## src/rtl/hilo_muldiv_seq_pkg.sv

```systemverilog
// hilo_muldiv_seq_pkg
//   Shared definitions for the HI/LO multiply/divide sequencer: operation
//   codes, FSM state encodings, divide step count, common constants and the
//   32x32->64 multiply helper shared by MULT and MADD/MSUB.
package hilo_muldiv_seq_pkg;

    localparam int          DIV_STEP_CNT = 32;
    localparam logic [31:0] ZERO_WORD    = 32'h0000_0000;
    localparam logic        RST_ENABLE   = 1'b1;
    localparam logic        WRITE_ENABLE = 1'b1;
    localparam logic        STALL_STOP   = 1'b1;
    localparam logic        STALL_GO     = 1'b0;

    typedef enum logic [2:0] {
        OP_MULT  = 3'd0,
        OP_MULTU = 3'd1,
        OP_MADD  = 3'd2,
        OP_MADDU = 3'd3,
        OP_MSUB  = 3'd4,
        OP_MSUBU = 3'd5,
        OP_DIV   = 3'd6,
        OP_DIVU  = 3'd7
    } muldiv_op_e;

    typedef enum logic [1:0] {
        ST_IDLE   = 2'd0,
        ST_ACC    = 2'd1,
        ST_DIV_ON = 2'd2,
        ST_DONE   = 2'd3
    } state_e;

    // Extending both operands to 64 bits (sign or zero) and keeping the low
    // 64 bits of the product gives the exact signed/unsigned 64-bit result.
    function automatic logic [63:0] mul64(input logic [31:0] a,
                                          input logic [31:0] b,
                                          input logic        is_signed);
        logic [63:0] a_ext;
        logic [63:0] b_ext;
        a_ext = {{32{is_signed & a[31]}}, a};
        b_ext = {{32{is_signed & b[31]}}, b};
        return a_ext * b_ext;
    endfunction

endpackage

```

## src/rtl/hilo_muldiv_seq_div_core.sv

```systemverilog
// hilo_muldiv_seq_div_core
//   Radix-2 restoring divider datapath. start_i latches absolute operand
//   values and the result signs; each step_i performs one shift-subtract.
//   quotient_o/remainder_o reflect the state after the step being taken in
//   the current cycle, sign-corrected, so the owner can capture them on the
//   final step.
//   Ports: clk; start_i, signed_i, dividend_i, divisor_i (load);
//          step_i (iterate); quotient_o, remainder_o (results).
module hilo_muldiv_seq_div_core
    import hilo_muldiv_seq_pkg::*;
(
    input  logic        clk,
    input  logic        start_i,
    input  logic        signed_i,
    input  logic [31:0] dividend_i,
    input  logic [31:0] divisor_i,
    input  logic        step_i,
    output logic [31:0] quotient_o,
    output logic [31:0] remainder_o
);

    logic [31:0] rem_q, rem_d;
    logic [31:0] quo_q, quo_d;      // dividend bits shift out, quotient bits shift in
    logic [31:0] dvs_q, dvs_d;
    logic        neg_quo_q, neg_quo_d;
    logic        neg_rem_q, neg_rem_d;
    logic [32:0] trial;

    function automatic logic [31:0] abs32(input logic [31:0] v, input logic sgn);
        return (sgn && v[31]) ? (ZERO_WORD - v) : v;
    endfunction

    always_comb begin
        rem_d     = rem_q;
        quo_d     = quo_q;
        dvs_d     = dvs_q;
        neg_quo_d = neg_quo_q;
        neg_rem_d = neg_rem_q;
        trial     = {rem_q, quo_q[31]} - {1'b0, dvs_q};
        if (start_i) begin
            rem_d     = ZERO_WORD;
            quo_d     = abs32(dividend_i, signed_i);
            dvs_d     = abs32(divisor_i, signed_i);
            neg_quo_d = signed_i & (dividend_i[31] ^ divisor_i[31]);
            neg_rem_d = signed_i & dividend_i[31];
        end else if (step_i) begin
            // Borrow out (trial[32]) means the divisor did not fit: restore.
            if (!trial[32]) begin
                rem_d = trial[31:0];
                quo_d = {quo_q[30:0], 1'b1};
            end else begin
                rem_d = {rem_q[30:0], quo_q[31]};
                quo_d = {quo_q[30:0], 1'b0};
            end
        end
        // |-2^31| = 2^31 is still exact as an unsigned magnitude, so
        // -2^31 / -1 yields 32'h80000000 with no special case.
        quotient_o  = neg_quo_q ? (ZERO_WORD - quo_d) : quo_d;
        remainder_o = neg_rem_q ? (ZERO_WORD - rem_d) : rem_d;
    end

    always_ff @(posedge clk) begin
        rem_q     <= rem_d;
        quo_q     <= quo_d;
        dvs_q     <= dvs_d;
        neg_quo_q <= neg_quo_d;
        neg_rem_q <= neg_rem_d;
    end

endmodule

```

## src/rtl/hilo_muldiv_seq.sv

```systemverilog
// hilo_muldiv_seq
//   EX-stage multiply/divide sequencer owning all HI/LO writes. Accepts one
//   MULT/MADD/MSUB/DIV-class operation at a time, stalls the pipeline while
//   busy and emits a one-cycle HI/LO write on completion.
//   Ports: clk, rst (sync, active-high); start_i, op_i, opdata1_i, opdata2_i
//          (request); hi_i, lo_i (forwarded HI/LO for accumulate); annul_i
//          (flush); stallreq_o; hi_o, lo_o, we_o (HI/LO write).
module hilo_muldiv_seq
    import hilo_muldiv_seq_pkg::*;
#(
    parameter int DIV_STEPS = DIV_STEP_CNT,
    parameter int CNT_W     = 6
) (
    input  logic        clk,
    input  logic        rst,
    input  logic        start_i,
    input  logic [2:0]  op_i,
    input  logic [31:0] opdata1_i,
    input  logic [31:0] opdata2_i,
    input  logic [31:0] hi_i,
    input  logic [31:0] lo_i,
    input  logic        annul_i,
    output logic        stallreq_o,
    output logic [31:0] hi_o,
    output logic [31:0] lo_o,
    output logic        we_o
);

    state_e             state_q, state_d;
    logic [CNT_W-1:0]   cnt_q, cnt_d;
    logic [31:0]        hi_q, hi_d;
    logic [31:0]        lo_q, lo_d;
    logic               we_q, we_d;
    logic [63:0]        prod_q, prod_d;
    logic               acc_sub_q, acc_sub_d;
    logic [63:0]        acc_res;
    logic               div_start;
    logic               div_step;
    logic [31:0]        div_quo;
    logic [31:0]        div_rem;
    logic               go;

    hilo_muldiv_seq_div_core u_div_core (
        .clk         (clk),
        .start_i     (div_start),
        .signed_i    (op_i == OP_DIV),
        .dividend_i  (opdata1_i),
        .divisor_i   (opdata2_i),
        .step_i      (div_step),
        .quotient_o  (div_quo),
        .remainder_o (div_rem)
    );

    assign go = start_i & ~annul_i;

    always_comb begin
        state_d   = state_q;
        cnt_d     = cnt_q;
        hi_d      = hi_q;
        lo_d      = lo_q;
        we_d      = 1'b0;
        prod_d    = prod_q;
        acc_sub_d = acc_sub_q;
        div_start = 1'b0;
        div_step  = 1'b0;
        acc_res   = acc_sub_q ? ({hi_i, lo_i} - prod_q) : ({hi_i, lo_i} + prod_q);

        case (state_q)
            ST_IDLE: begin
                if (go) begin
                    case (op_i)
                        OP_MULT, OP_MULTU: begin
                            {hi_d, lo_d} = mul64(opdata1_i, opdata2_i, op_i == OP_MULT);
                            we_d         = WRITE_ENABLE;
                            state_d      = ST_DONE;
                        end
                        OP_MADD, OP_MADDU, OP_MSUB, OP_MSUBU: begin
                            prod_d    = mul64(opdata1_i, opdata2_i,
                                              (op_i == OP_MADD) || (op_i == OP_MSUB));
                            acc_sub_d = (op_i == OP_MSUB) || (op_i == OP_MSUBU);
                            state_d   = ST_ACC;
                        end
                        OP_DIV, OP_DIVU: begin
                            if (opdata2_i == ZERO_WORD) begin
                                hi_d    = opdata1_i;
                                lo_d    = 32'hFFFF_FFFF;
                                we_d    = WRITE_ENABLE;
                                state_d = ST_DONE;
                            end else begin
                                div_start = 1'b1;
                                cnt_d     = '0;
                                state_d   = ST_DIV_ON;
                            end
                        end
                        default: state_d = ST_IDLE;
                    endcase
                end
            end
            ST_ACC: begin
                if (annul_i) begin
                    state_d = ST_IDLE;
                end else begin
                    {hi_d, lo_d} = acc_res;
                    we_d         = WRITE_ENABLE;
                    state_d      = ST_DONE;
                end
            end
            ST_DIV_ON: begin
                if (annul_i) begin
                    state_d = ST_IDLE;
                end else begin
                    div_step = 1'b1;
                    cnt_d    = cnt_q + 1'b1;
                    if (cnt_q == CNT_W'(DIV_STEPS - 1)) begin
                        hi_d    = div_rem;
                        lo_d    = div_quo;
                        we_d    = WRITE_ENABLE;
                        state_d = ST_DONE;
                    end
                end
            end
            ST_DONE: state_d = ST_IDLE;
            default: state_d = ST_IDLE;
        endcase
    end

    always_ff @(posedge clk) begin
        if (rst == RST_ENABLE) begin
            state_q <= ST_IDLE;
            cnt_q   <= '0;
            hi_q    <= ZERO_WORD;
            lo_q    <= ZERO_WORD;
            we_q    <= 1'b0;
        end else begin
            state_q <= state_d;
            cnt_q   <= cnt_d;
            hi_q    <= hi_d;
            lo_q    <= lo_d;
            we_q    <= we_d;
        end
    end

    // Pure datapath staging; control state alone decides when it is used.
    always_ff @(posedge clk) begin
        prod_q    <= prod_d;
        acc_sub_q <= acc_sub_d;
    end

    // Low in DONE so the pipeline advances during the write cycle.
    assign stallreq_o = (rst == RST_ENABLE) ? STALL_GO :
                        ((state_q == ST_IDLE) & go) |
                        (state_q == ST_ACC) | (state_q == ST_DIV_ON);

    assign hi_o = hi_q;
    assign lo_o = lo_q;
    assign we_o = we_q;

endmodule

```

## config.mk

```make
export PLATFORM = sky130hd
export DESIGN_NAME = hilo_muldiv_seq
export DESIGN_NICKNAME = d
export VERILOG_FILES = /design/src/rtl/hilo_muldiv_seq_pkg.sv /design/src/rtl/hilo_muldiv_seq_div_core.sv /design/src/rtl/hilo_muldiv_seq.sv
export SDC_FILE = /design/constraint.sdc
export NUM_CORES = 2
export LEC_CHECK = 0
export BUFFER_PORTS_ARGS = -buffer_cell sky130_fd_sc_hd__buf_2
export CORE_ASPECT_RATIO = 1.25
export CORE_MARGIN = 2
export CORE_UTILIZATION = 40
export CTS_CLUSTER_DIAMETER = 150
export DETAILED_ROUTE_END_ITERATION = 12
export SLEW_MARGIN = 20
export SYNTH_ARGS = -nofsm -noshare
export SYNTH_HDL_FRONTEND = slang
export SYNTH_SLANG_ARGS = --single-unit
```

## constraint.sdc

```tcl
create_clock -name clk -period 21.9 [get_ports clk]
set_input_delay 3.285 -clock clk [delete_from_list [all_inputs] [get_ports clk]]
set_output_delay 3.285 -clock clk [all_outputs]
set_load 0.01 [all_outputs]
```

[After elaboration in Yosys (flattened, before gate mapping)]
Index checks and enable logic that the tools add are counted.
Operators by class
  add/subtract/negate cells: 8
  multiply operators: 2
  eq/ne operators: 20
  muxes and demuxes: 50
  bitwise logic cells: 12
  reductions and logical operators: 16
Operator list (number)
  $mux W32: 19
  $pmux W32 S3: 2
  $mul A33 B33 Y64: 2
  $pmux W32 S2: 2
  $sub A1 B32 Y32 const A: 4
  $add A64 B64 Y64: 1
  $mux W64: 1
  $sub A64 B64 Y64: 1
  $sub A33 B32 Y33: 1
  $logic_not A32 Y1: 1
  $mux W6: 4
  $mux W1: 13
  $eq A3 B3 Y1 const B: 4
  $pmux W6 S2: 1
  $ne A2 B2 Y1 const B: 5
  $and A1 B1 Y1: 8
  $mux W2: 4
  $pmux W2 S4: 1
  $reduce_and A7 Y1: 1
  $add A6 B1 Y6 const B: 1
  $eq A3 B2 Y1 const B: 2
  $eq A6 B5 Y1 const B: 1
  $ne A3 B3 Y1 const B: 2
  $pmux W2 S3: 1
  other kinds (21): 26
Storage, ports and cells
  register bits after elaboration: 236
  input bits: 135
  output and inout port bits: 66
  word-level logic and storage cells: 120

[Logic depth before layout (Yosys ltp)]
  word-level depth: 11
  depth in mapped cells: 34
  mapped depth without buffers: 31

[By module]
Synthesis repeated with hierarchy kept, for this count alone.
Unflattened totals
  cells, all modules: 7955
  area, all modules: 70924.3 um^2
By module, submodules not included
  hilo_muldiv_seq: instances 1, cells each 6842, area each 61931.9 um^2
  hilo_muldiv_seq_div_core: instances 1, cells each 1113, area each 8992.4 um^2

[Worst setup path after synthesis]
No wires, ideal clock.
  path kind: input port to flip-flop
  start point: input port op_i[1]
  end point: register prod_q[62], data pin
  arrival time: 11768 ps
  required time: 21637 ps
  setup slack: 9869 ps
  cell stages on the path: 29
  path buffers: 3
  cells stage by stage: clkbuf_1 > xnor2_1 > or2_2 > clkbuf_1 > clkbuf_1 > nor2_1 > fa_1 > fa_1 > fa_1 > inv_1 > fa_1 > fa_1 > fa_1 > fa_1 > fa_1 > inv_1 > ha_1 > a21o_1 > a21o_1 > a21o_1 > a21o_1 > a21o_1 > a221o_1 > a21oi_1 > a41oi_1 > a211oi_1 > a31oi_1 > a311oi_1 > xnor2_1
On the way
  word-level cells in the longest chain between the ends: 4
  elaborated cells on any way between the ends: 6
Ends and longest elaborated chain
  start, declared: line hilo_muldiv_seq.sv:17  | input logic [2:0] op_i,
  $eq A3 B2 Y1 / $eq A3 B3 Y1 (equally long branches): line hilo_muldiv_seq.sv:79  | (op_i == OP_MADD) || (op_i == OP_MSUB));
  $logic_or A1 B1 Y1 (*): line hilo_muldiv_seq.sv:79
  $and A1 B1 Y1 (on tied branches): line hilo_muldiv_seq_pkg.sv:39, hilo_muldiv_seq_pkg.sv:40
  $mul A33 B33 Y64 (*): line hilo_muldiv_seq_pkg.sv:41  | return a_ext * b_ext;
  end signal, assigned: line hilo_muldiv_seq.sv:145  | prod_q <= prod_d;
  end, declared: line hilo_muldiv_seq.sv:34  | logic [63:0] prod_q, prod_d;
Every way passes the cells marked *; elsewhere a longest branch is shown, timed or not.
A chain may end at the register's enable or synchronous reset.

[Final worst setup path]
Ends and elaborated chain as after synthesis.

==> summary.md <==
| Metric | Value |
|---|---|
| Reg-to-reg slack, setup | `14.80 ns` |
| DP Wirelength | `192 mm` |
| Setup TNS | `0 ns` |
| YS warnings | `0` |
| Final Skew | `0.0380 ns` |
| Die area | `178000 um2` |
| CTS max path bufs | `3` |
| Hold path start | `lo_o[11]` |
| Vias in the first global route | `59502` |
| Critical path fanouts, max | `25` |
| CTS Hold Bufs | `0` |
| Resized Gates After CTS | `0` |
| HP Class | `flop to flop` |
| Post-Layout Cell Count | `10129` |
| Reg clk slew, reported paths | `0.06 ns` |
| Share of layout cells above drive strength 1 | `5.54%` |
| Vias | `55512` |
| Most frequent CP cell | `fa_1` |
| DIE WIDTH | `378 um` |
| CTS Buf Count | `28` |
| Area growth syn-to-layout | `6.01%` |
| I/O Pins | `201` |
| DRT Pass-1 Iters | `7` |
| Die Height | `472 um` |
| Max frequency | `0.0726 GHz` |
| Routed wire length | `241 mm` |
| Syn Inst Count | `7836` |
| Number of remaining DRC errors | `0` |
| Nets | `9845` |
| Synth cell types | `86` |
| Number of cells on the worst hold path | `2` |
| GP Congestion | `0.979` |
| Synthesis-stage register bit count | `236` |
| Largest net degree at the start of global routing | `65` |
| Per-cell routed wire length | `23.8 um` |
| Max incr delay on CP | `1.06 ns` |
| Worst R2R Start | `prod_q[14]` |
| Final period utilization | `62.9%` |
| Final Hold Fails | `0` |
| Average size of a mapped cell | `8.93 um2` |
| Commonest non-fill, non-tap cell in the layout | `inv_1` |
| Initial antenna violation count | `26` |
| Core box area | `174000 um2` |
| Clock sink total | `236` |
| Worst endpoint data arrival time | `14.10 ns` |
| RSZ-0062 raised after global routing | `false` |
| GRT overflow | `0` |
| Mapped Nets | `9916` |
| Final setup fails | `0` |
| Commonest non-fill, non-tap cells in the layout | `1628 x inv_1, 1564 x fa_1, 1019 x nand2_1` |
| Number of fill cells in the layout | `17281` |
| Crit-path leading delay family | `adder cells` |
| FFs w/ async S/R, synth | `0%` |
| Setup bufs post-CTS | `0` |
| CTS tree | `done` |
| # Max-Cap Violations | `0` |
| Crit-path slowest cell | `a211oi_1` |
| Antenna-violating nets left | `0` |
| Tmin final | `13.78 ns` |
| Global-route usage over all layers | `27.4%` |
| Drt first-iter violations | `4661` |
| CP Data Required Time | `22.22 ns` |
| Hold Crit Endpoint | `lo_o[11]` |
| Type of origin of the critical path | `input port` |
| Worst-margin pin slew | `1.28 ns` |
| Cell area after synthesis | `70000 um2` |
| R2R Path End | `hi_o[30]` |
| Port buffer count | `200` |
| Relative slew margins | `14.0%` |
| Rows | `171` |
| Critical path endpoint category | `flop` |
| CTS H-tree depth | `1` |
| Seq/Total Area, Yosys | `8.16%` |
| Clk Latency, worst-skew pair | `0.61 ns` |
| Starting Density | `40.3%` |
| First-pass GRT wire length | `367 mm` |
| Status | `finished, final reports clean` |
| Slew Limit Fails | `0` |
| Via density | `5.48` |
| EDFF count, synth | `99` |
| Post-synth top flop | `dfxtp_1` |
| Worst Reg2Reg Path Length in Cells | `21` |
| Buf/Inv on CP | `3` |
| Placed Instances | `10069` |
| Critical path type | `input port to flop` |
| Clock Root Buffer | `clkbuf_16` |
## kinds of logic (layout without fill, tap and decap cells)
logic type               Yosys count  count (layout)  share of synthesized area, %
AO/OA/AOI/OAI                   1019            1019                          9.52
other                              0               9                             0
XOR/XNOR                         373             373                          4.67
multiplexers                      61              61                         0.885
buffers and inverters           2037            1986                          11.0
adder cells (fa/ha/maj)         1945            1945                          51.5
AND/OR/NAND/NOR                 2165            2165                          14.3
flip-flops                       236             236                          8.16
## cells in the mapped netlist, types with 11 or more instances
cell	number	area share (%)
inv_1	1628	8.7
fa_1	1565	45
nand2_1	1021	5.5
nor2_1	397	2.1
ha_1	380	6.8
clkbuf_1	334	1.8
and2_1	299	2.7
a21oi_1	295	2.1
xnor2_1	275	3.4
o21ai_0	176	1.3
dfxtp_1	137	3.9
a21o_1	123	1.3
edfxtp_1	99	4.2
xor2_1	98	1.2
nor3_1	89	0.64
nand3_1	69	0.49
buf_1	61	0.33
mux2i_1	56	0.80
a211oi_1	46	0.49
a31oi_1	46	0.41
or2_2	45	0.40
nand2b_1	42	0.38
a221oi_1	37	0.46
o31ai_1	36	0.39
nor4_1	33	0.29
or3_1	33	0.29
o21bai_1	32	0.34
nand4_1	29	0.26
o21a_1	26	0.28
and3_1	25	0.22
o211ai_1	24	0.26
nor2b_1	19	0.17
a22oi_1	17	0.18
a41oi_1	13	0.16
o41ai_1	13	0.16
or4_1	13	0.14
and4_1	12	0.15
o2111ai_1	12	0.15
o22ai_1	12	0.11
o31a_1	12	0.15
a211o_1	11	0.14
## routing by layer
metal / share of wire [%] / track usage (%)
met5: 0.030 / 0
met4: 6.5 / 14.4
met3: 7.4 / 3.88
met2: 48 / 46.1
met1: 38 / 34.1
## state kept, by name, summed over array words and instances (netlist names)
register	cells
u_div_core.neg_rem_q	1
u_div_core.quo_q	32
u_div_core.neg_quo_q	1
hi_o	32
u_div_core.dvs_q	32
state_q	2
cnt_q	6
acc_sub_q	1
prod_q	64
we_o	1
lo_o	32
u_div_core.rem_q	32
## how the worst max path moves through the flow
stage	slack [ns]	cells after the start	start	to
6_report	8.12	27	op_i[1]	prod_q[62]
5_1_grt	7.90	27	op_i[1]	prod_q[62]
4_1_cts	8.33	27	op_i[1]	prod_q[62]
3_5_place_dp	7.76	27	op_i[1]	prod_q[62]
3_3_place_gp	7.91	27	op_i[1]	prod_q[62]
2_1_floorplan	9.87	29	op_i[1]	prod_q[62]
## final cells by class
cell class                      instances  area [um2]  share of cell area (%)
Antenna cell                            9        22.5                  0.0303
Clock buffer                           38         758                    1.02
Clock inverter                         12         190                   0.256
Inverter                             1632        6130                    8.25
Multi-Input combinational cell       5563       56700                    76.4
Sequential cell                       236        5720                    7.70
Tap cell                             2335        2920                    3.94
Timing Repair Buffer                  304        1790                    2.42
## stage by stage
stage                     setup slack (ns)  hold slack [ns]  utilization [%]  instance area [um2]
after global routing                  7.90            0.492             42.7                74200
after global placement                7.91            0.438             42.1                73200
after detailed placement              7.76            0.449             42.1                73200
after floorplan                       9.87            0.459                -                70000
final                                 8.12            0.458             42.7                74200
after CTS                             8.33            0.458             42.7                74200
## tightest hold or removal path: cells and delay by family (launching register included)
kind | cells | cell delay (ns)
compound gates | 1 | 0.05
flops | 1 | 0.31
simple gates | 1 | 0.05
Power is not shown: default switching activity piles up to over one toggle a cycle in this logic, so the estimate is an artifact.
